## src/rtl/mod_reduce_3m_pkg.sv

```systemverilog
// Shared residue-channel constants and helpers: default modulus, derived
// multiples of the modulus, and the stage-2 result selector encoding.
package mod_reduce_3m_pkg;

   localparam int unsigned RES_MODULUS   = 262139;
   localparam int unsigned RES_IN_WIDTH  = 20;
   localparam int unsigned RES_OUT_WIDTH = 18;

   localparam logic [RES_IN_WIDTH:0] M1 = (RES_IN_WIDTH + 1)'(RES_MODULUS);
   localparam logic [RES_IN_WIDTH:0] M2 = (RES_IN_WIDTH + 1)'(2 * RES_MODULUS);
   localparam logic [RES_IN_WIDTH:0] M3 = (RES_IN_WIDTH + 1)'(3 * RES_MODULUS);

   typedef enum logic [1:0] {
      SEL_D0,
      SEL_D1,
      SEL_D2,
      SEL_ERR
   } sel_e;

   // True when 3*modulus-1 fits the input sum and the modulus fits a residue.
   function automatic bit cfg_ok(input longint modulus, input int unsigned in_w,
                                 input int unsigned res_w);
      return (modulus >= 2) &&
             ((3 * modulus - 1) < (longint'(1) << in_w)) &&
             (modulus < (longint'(1) << res_w));
   endfunction

   localparam bit DEFAULT_CFG_OK = cfg_ok(longint'(RES_MODULUS), RES_IN_WIDTH, RES_OUT_WIDTH);

   function automatic sel_e pick_sel(input logic ge1, input logic ge2, input logic ge3);
      if (ge3)      return SEL_ERR;
      else if (ge2) return SEL_D2;
      else if (ge1) return SEL_D1;
      else          return SEL_D0;
   endfunction

endpackage

```

## src/rtl/mod_reduce_3m_if.sv

```systemverilog
// Valid/ready bus between the 3-input adder, the reducer and the downstream channel.
interface mod_reduce_3m_if
   import mod_reduce_3m_pkg::*;
#(
   parameter int unsigned IN_WIDTH  = RES_IN_WIDTH,
   parameter int unsigned RES_WIDTH = RES_OUT_WIDTH
);

   logic                 in_valid;
   logic                 in_ready;
   logic [IN_WIDTH-1:0]  in_sum;
   logic                 out_valid;
   logic                 out_ready;
   logic [RES_WIDTH-1:0] out_res;
   logic                 out_err;
   logic                 err_sticky;

   modport master (
      output in_valid,
      output in_sum,
      output out_ready,
      input  in_ready,
      input  out_valid,
      input  out_res,
      input  out_err,
      input  err_sticky
   );

   modport slave (
      input  in_valid,
      input  in_sum,
      input  out_ready,
      output in_ready,
      output out_valid,
      output out_res,
      output out_err,
      output err_sticky
   );

endinterface

```

## src/rtl/mod_reduce_3m_pipe_ctl_2stage.sv

```systemverilog
// Valid/advance control for a two-stage pipeline; empty stages always accept,
// so bubbles collapse while the output is stalled.
module pipe_ctl_2stage (
   input  logic clk,
   input  logic reset,
   input  logic in_valid,
   input  logic out_ready,
   output logic in_ready,
   output logic adv1,
   output logic adv2,
   output logic s1_valid,
   output logic s2_valid
);

   always_comb begin
      adv2     = !s2_valid || out_ready;
      adv1     = !s1_valid || adv2;
      in_ready = adv1;
   end

   always_ff @(posedge clk) begin
      if (reset) begin
         s1_valid <= 1'b0;
         s2_valid <= 1'b0;
      end else begin
         if (adv2) s2_valid <= s1_valid;
         if (adv1) s1_valid <= in_valid;
      end
   end

endmodule

```

## src/rtl/mod_reduce_3m.sv

```systemverilog
// Two-stage reducer: stage 1 precomputes sum, sum-M, sum-2M and range flags;
// stage 2 selects the canonical residue or flags an out-of-range sum.
module mod_reduce_3m
   import mod_reduce_3m_pkg::*;
#(
   parameter int unsigned MODULUS   = RES_MODULUS,
   parameter int unsigned IN_WIDTH  = RES_IN_WIDTH,
   parameter int unsigned RES_WIDTH = RES_OUT_WIDTH
) (
   input logic           clk,
   input logic           reset,
   mod_reduce_3m_if.slave bus
);

   localparam logic [IN_WIDTH:0] K1 = (IN_WIDTH + 1)'(MODULUS);
   localparam logic [IN_WIDTH:0] K2 = (IN_WIDTH + 1)'(2 * MODULUS);
   localparam logic [IN_WIDTH:0] K3 = (IN_WIDTH + 1)'(3 * MODULUS);

   if (!cfg_ok(longint'(MODULUS), IN_WIDTH, RES_WIDTH)) begin : g_cfg_bad
      $error("mod_reduce_3m: MODULUS does not fit IN_WIDTH/RES_WIDTH");
   end

   logic adv1, adv2, s1_valid, s2_valid;

   pipe_ctl_2stage u_ctl (
      .clk       (clk),
      .reset     (reset),
      .in_valid  (bus.in_valid),
      .out_ready (bus.out_ready),
      .in_ready  (bus.in_ready),
      .adv1      (adv1),
      .adv2      (adv2),
      .s1_valid  (s1_valid),
      .s2_valid  (s2_valid)
   );

   logic [IN_WIDTH:0] sum_ext, sub1, sub2;
   logic              ge1, ge2, ge3;

   always_comb begin
      sum_ext = {1'b0, bus.in_sum};
      sub1    = sum_ext - K1;
      sub2    = sum_ext - K2;
      ge1     = sum_ext >= K1;
      ge2     = sum_ext >= K2;
      ge3     = sum_ext >= K3;
   end

   logic [IN_WIDTH-1:0] d0_q;
   logic [IN_WIDTH:0]   d1_q, d2_q;
   logic                ge1_q, ge2_q, ge3_q;

   always_ff @(posedge clk) begin
      if (reset) begin
         d0_q  <= '0;
         d1_q  <= '0;
         d2_q  <= '0;
         ge1_q <= 1'b0;
         ge2_q <= 1'b0;
         ge3_q <= 1'b0;
      end else if (adv1) begin
         d0_q  <= bus.in_sum;
         d1_q  <= sub1;
         d2_q  <= sub2;
         ge1_q <= ge1;
         ge2_q <= ge2;
         ge3_q <= ge3;
      end
   end

   // Upper bits are zero whenever the corresponding candidate is selected.
   logic unused_hi;
   assign unused_hi = ^{d0_q[IN_WIDTH-1:RES_WIDTH], d1_q[IN_WIDTH:RES_WIDTH],
                        d2_q[IN_WIDTH:RES_WIDTH]};

   sel_e                 sel;
   logic [RES_WIDTH-1:0] res_nxt;
   logic                 err_nxt;

   always_comb begin
      sel     = pick_sel(ge1_q, ge2_q, ge3_q);
      res_nxt = '0;
      err_nxt = 1'b0;
      unique case (sel)
         SEL_ERR: err_nxt = 1'b1;
         SEL_D2:  res_nxt = d2_q[RES_WIDTH-1:0];
         SEL_D1:  res_nxt = d1_q[RES_WIDTH-1:0];
         SEL_D0:  res_nxt = d0_q[RES_WIDTH-1:0];
         default: res_nxt = '0;
      endcase
   end

   logic [RES_WIDTH-1:0] res_q;
   logic                 err_q, sticky_q;

   always_ff @(posedge clk) begin
      if (reset) begin
         res_q    <= '0;
         err_q    <= 1'b0;
         sticky_q <= 1'b0;
      end else begin
         if (adv2) begin
            res_q <= res_nxt;
            err_q <= err_nxt;
         end
         if (s2_valid && bus.out_ready && err_q) sticky_q <= 1'b1;
      end
   end

   always_comb begin
      bus.out_valid  = s2_valid;
      bus.out_res    = res_q;
      bus.out_err    = err_q;
      bus.err_sticky = sticky_q;
   end

endmodule

```

## src/flat_wrapper.sv

```systemverilog
// flat-port wrapper written by rule: the top's interface ports become plain ports
module mod_reduce_3m_flat import mod_reduce_3m_pkg::*;
#(
   parameter int unsigned MODULUS   = RES_MODULUS,
   parameter int unsigned IN_WIDTH  = RES_IN_WIDTH,
   parameter int unsigned RES_WIDTH = RES_OUT_WIDTH
)
  (clk, reset, bus_in_valid, bus_in_sum, bus_out_ready, bus_in_ready, bus_out_valid, bus_out_res, bus_out_err, bus_err_sticky);
  mod_reduce_3m_if #(.IN_WIDTH(IN_WIDTH), .RES_WIDTH(RES_WIDTH)) bus_i ();
  input logic clk;
  input logic reset;
  input wire logic [$bits(bus_i.in_valid)-1:0] bus_in_valid;
  input wire logic [$bits(bus_i.in_sum)-1:0] bus_in_sum;
  input wire logic [$bits(bus_i.out_ready)-1:0] bus_out_ready;
  output wire logic [$bits(bus_i.in_ready)-1:0] bus_in_ready;
  output wire logic [$bits(bus_i.out_valid)-1:0] bus_out_valid;
  output wire logic [$bits(bus_i.out_res)-1:0] bus_out_res;
  output wire logic [$bits(bus_i.out_err)-1:0] bus_out_err;
  output wire logic [$bits(bus_i.err_sticky)-1:0] bus_err_sticky;
  assign bus_i.in_valid = bus_in_valid;
  assign bus_i.in_sum = bus_in_sum;
  assign bus_i.out_ready = bus_out_ready;
  assign bus_in_ready = bus_i.in_ready;
  assign bus_out_valid = bus_i.out_valid;
  assign bus_out_res = bus_i.out_res;
  assign bus_out_err = bus_i.out_err;
  assign bus_err_sticky = bus_i.err_sticky;
  mod_reduce_3m #(.MODULUS(MODULUS), .IN_WIDTH(IN_WIDTH), .RES_WIDTH(RES_WIDTH)) u_core (.clk(clk), .reset(reset), .bus(bus_i));
endmodule
```

## config.mk

```make
export PLATFORM = sky130hd
export DESIGN_NAME = mod_reduce_3m_flat
export DESIGN_NICKNAME = d
export VERILOG_FILES = /design/src/rtl/mod_reduce_3m_pkg.sv /design/src/rtl/mod_reduce_3m_if.sv /design/src/rtl/mod_reduce_3m_pipe_ctl_2stage.sv /design/src/rtl/mod_reduce_3m.sv /design/src/flat_wrapper.sv
export SDC_FILE = /design/constraint.sdc
export NUM_CORES = 1
export LEC_CHECK = 0
export ABC_AREA = 1
export BUFFER_PORTS_ARGS = -buffer_cell sky130_fd_sc_hd__buf_2
export CORE_UTILIZATION = 50
export CTS_BUF_LIST = sky130_fd_sc_hd__clkbuf_8 sky130_fd_sc_hd__clkbuf_16
export DETAILED_ROUTE_END_ITERATION = 8
export PLACE_DENSITY = 0.7
export SLEW_MARGIN = 20
export SYNTH_ARGS = -nofsm -noshare
export SYNTH_HDL_FRONTEND = slang
export SYNTH_SLANG_ARGS = --single-unit
```

## constraint.sdc

```tcl
create_clock -name clk -period 1.89 [get_ports clk]
set_input_delay 0.189 -clock clk [delete_from_list [all_inputs] [get_ports clk]]
set_output_delay 0.189 -clock clk [all_outputs]
set_load 0.005 [all_outputs]
```

==> results.yml <==
run_status:
  status: "complete, no violations"
logic_synthesis:
  ys.flop_type: "dfxtp_1"
  synth.top_cell.area_share_pct: 39.48
  ys_ff_latch: 78
  synth_area_leaders: "dfxtp_1, nand2_1, inv_1"
  synth_top_cells_by_count: "nand2_1, dfxtp_1, inv_1, nand3_1, nor2_1"
  yosys.area.top_type: "dfxtp_1"
  synthCells: 612
  yosysWarnings: 0
  ys_types: 28
  synth_edf_count: 0
  syn_nets: 642
  syn-cell-area_mm2: 0.003955
  async_flop_share_pct: 0
  synth.avg_cell_area_um2: 6.462
  yosysSeqAreaShare_pct: 39.48
  synth.most_common_cell: "nand2_1"
timing:
  hold_viol: 0
  holdWs_ns: 0.04551
  tightestPinTransition_ns: 0.9980
  fin_crit_ns: 1.539
  max_freq_mhz: 649.6
  min_period_over_period_pct: 81.45
  setup_viol: 0
  setup_tns_ns: 0
  finClkSkew_ns: 0.01023
  grt_setup_unrepaired: "false"
  drv_slew: 0
  maxSlewHeadroom_pct: 33.06
global_routing:
  grt_max_degree: 73
  gr-total-overflow: 0
  first_global_vias: 3483
  grt_first_pass_wirelength_um: 16440
  antenna_found_initial: 0
  grt.total_usage_pct: 25.04
worst_hold_path:
  hold_depth: 2
  min_path_type: "primary input to register"
  min_to: "u_core.u_ctl.s1_valid"
  hp-start: "bus_in_valid"
die:
  die_width_um: 90.94
  io_pins: 46
  core-area_mm2: 0.007687
  die_area_mm2: 0.008270
  die_h_um: 90.94
  initial_core_util_pct: 51.45
  rows: 32
placement:
  dp.cells: 742
  hpwl_um: 6807
  io_buffers: 45
  place.gp.congestion: 0.8983
worst_setup_path:
  end_kind: "primary output"
  rr_endpoint: "u_core.bus.out_res[5]"
  crit_type: "register to primary output"
  arrival_ns: 1.35
  cp.required_ns: 1.70
  critPathLaunchType: "register"
  r2r-start: "u_core.ge3_q"
  reg2reg_depth: 8
  rrSetupSlack_ns: 0.36
  crit_fanout: 72
route:
  detail-route-antenna-nets: 0
  wl_um: 9825
  wire_per_inst_um: 12.98
  vias_per_cell: 5.026
  vias: 3805
  drc: 0
  drt_pass1_iterations: 4
  drtIter0Drc: 264
cts:
  post-cts-setup-buffer-count: 0
  h-tree-depth: 3
  cts_tree: "built"
  clk_path_buf_depth: 2
  clkTransAtPathRegs_ns: 0.08
  postCtsHoldBufs: 0
  cts_root_buf: "clkbuf_8"
  numCtsBuffers: 9
  insertion_delay_ns: 0.36
  cts.sinks: 78
  cts_resized: 0
layout:
  nNetsFinal: 681
  multiInputGateArea_mm2: 0.001962
  instances_no_fill: 757
  seqCellArea_mm2: 0.001562
  syn_to_final_growth_pct: 13.51
  final_core_util_pct: 58.40
  drive_gt1_share_pct: 14.05
  diodes: 0
  nFillCells: 765
power:
  ir_drop_mv: 0.3899
  power.density_mw_per_mm2: 820.8
  p_total_mw: 3.685
  power.leakage_nw: 2.246
job:
  drv_cap: 0
-- worst max-delay path: stages, from the launching register on --
cell	delay (ns)
dfxtp_1	0.35
inv_1	0.05
nor2_2	0.11
nand2_2	0.10
buf_12	0.21
buf_2	0.16
-- per-layer routing --
| layer | global-route usage, % | up-vias | wire [um] |
|---|---|---|---|
| li1 | - | 1987 | - |
| met1 | 33.73 | 1668 | 4571 |
| met2 | 40.03 | 124 | 4284 |
| met3 | 3.266 | 26 | 722 |
| met4 | 11.24 | 0 | 247 |
| met5 | 0 | - | 0 |
-- cells in the final DEF (no fill, tap or decap), types with 2 or more instances in the layout --
| master | count |
|---|---|
| buf_4 | 7 |
| o211ai_1 | 2 |
| nor3_1 | 2 |
| dfxtp_1 | 78 |
| nand4_1 | 2 |
| ha_1 | 6 |
| o21ai_0 | 29 |
| inv_2 | 6 |
| nor2_1 | 45 |
| nand3_1 | 49 |
| clkbuf_8 | 10 |
| xor2_1 | 5 |
| buf_12 | 2 |
| nor2_2 | 7 |
| o21a_1 | 2 |
| clkinv_1 | 3 |
| a31oi_1 | 13 |
| buf_2 | 45 |
| nand2_2 | 5 |
| o21ai_1 | 6 |
| nand2_1 | 213 |
| a21oi_1 | 35 |
| nor2_4 | 4 |
| inv_1 | 71 |
| bufinv_16 | 2 |
-- metrics by stage --
step	setup WS (ns)	area [um^2]
after floorplan	0.6528	3955
after global placement	0.2039	4269
after detailed placement	0.2269	4269
after CTS	0.3486	4489
after global routing	0.2440	4489
final	0.3507	4489
-- how the worst max path moves through the flow --
stage,startpoint,end,cells past startpoint
finish,u_core.u_ctl.s2_valid,bus_in_ready,5
floorplan,u_core.u_ctl.s2_valid,u_core.d1_q[14],10
global route,u_core.ge2_q,u_core.bus.out_res[10],8
global placement,reset,u_core.d2_q[15],5
detailed placement,reset,u_core.d2_q[15],5
CTS,u_core.u_ctl.s2_valid,bus_in_ready,5
-- report_power, final --
group	total (mW)	switching [mW]	internal [mW]
sequential	1.80	0.0519	1.75
combinational	0.491	0.319	0.172
clock	1.40	0.618	0.777
total	3.68	0.989	2.70
-- logic make-up after synthesis --
family	after synthesis	share of synthesized area, %
buffers and inverters	106	10.91
AND/OR/NAND/NOR	327	34.29
adder cells (fa/ha/maj)	6	1.898
AO/OA/AOI/OAI	90	12.31
flip-flops	78	39.48
XOR/XNOR	5	1.107
-- cell type report --
cell class | count | share of cell area (%)
well taps | 102 | 2.843
clock buffers | 10 | 3.066
clock inverters | 5 | 1.839
multi-input cells | 428 | 43.70
inverters | 80 | 6.689
flip-flops and latches | 78 | 34.78
repair buffers | 54 | 7.079
-- registers in the layout, indices dropped and copies added (netlist names) --
register and cells:
u_core.bus.err_sticky 1, u_core.bus.out_err 1, u_core.bus.out_res 18, u_core.d0_q 17, u_core.d1_q 18, u_core.d2_q 18, u_core.ge1_q 1, u_core.ge2_q 1
u_core.ge3_q 1, u_core.u_ctl.s1_valid 1, u_core.u_ctl.s2_valid 1
No activity file was read; power rests on OpenSTA's default activity.
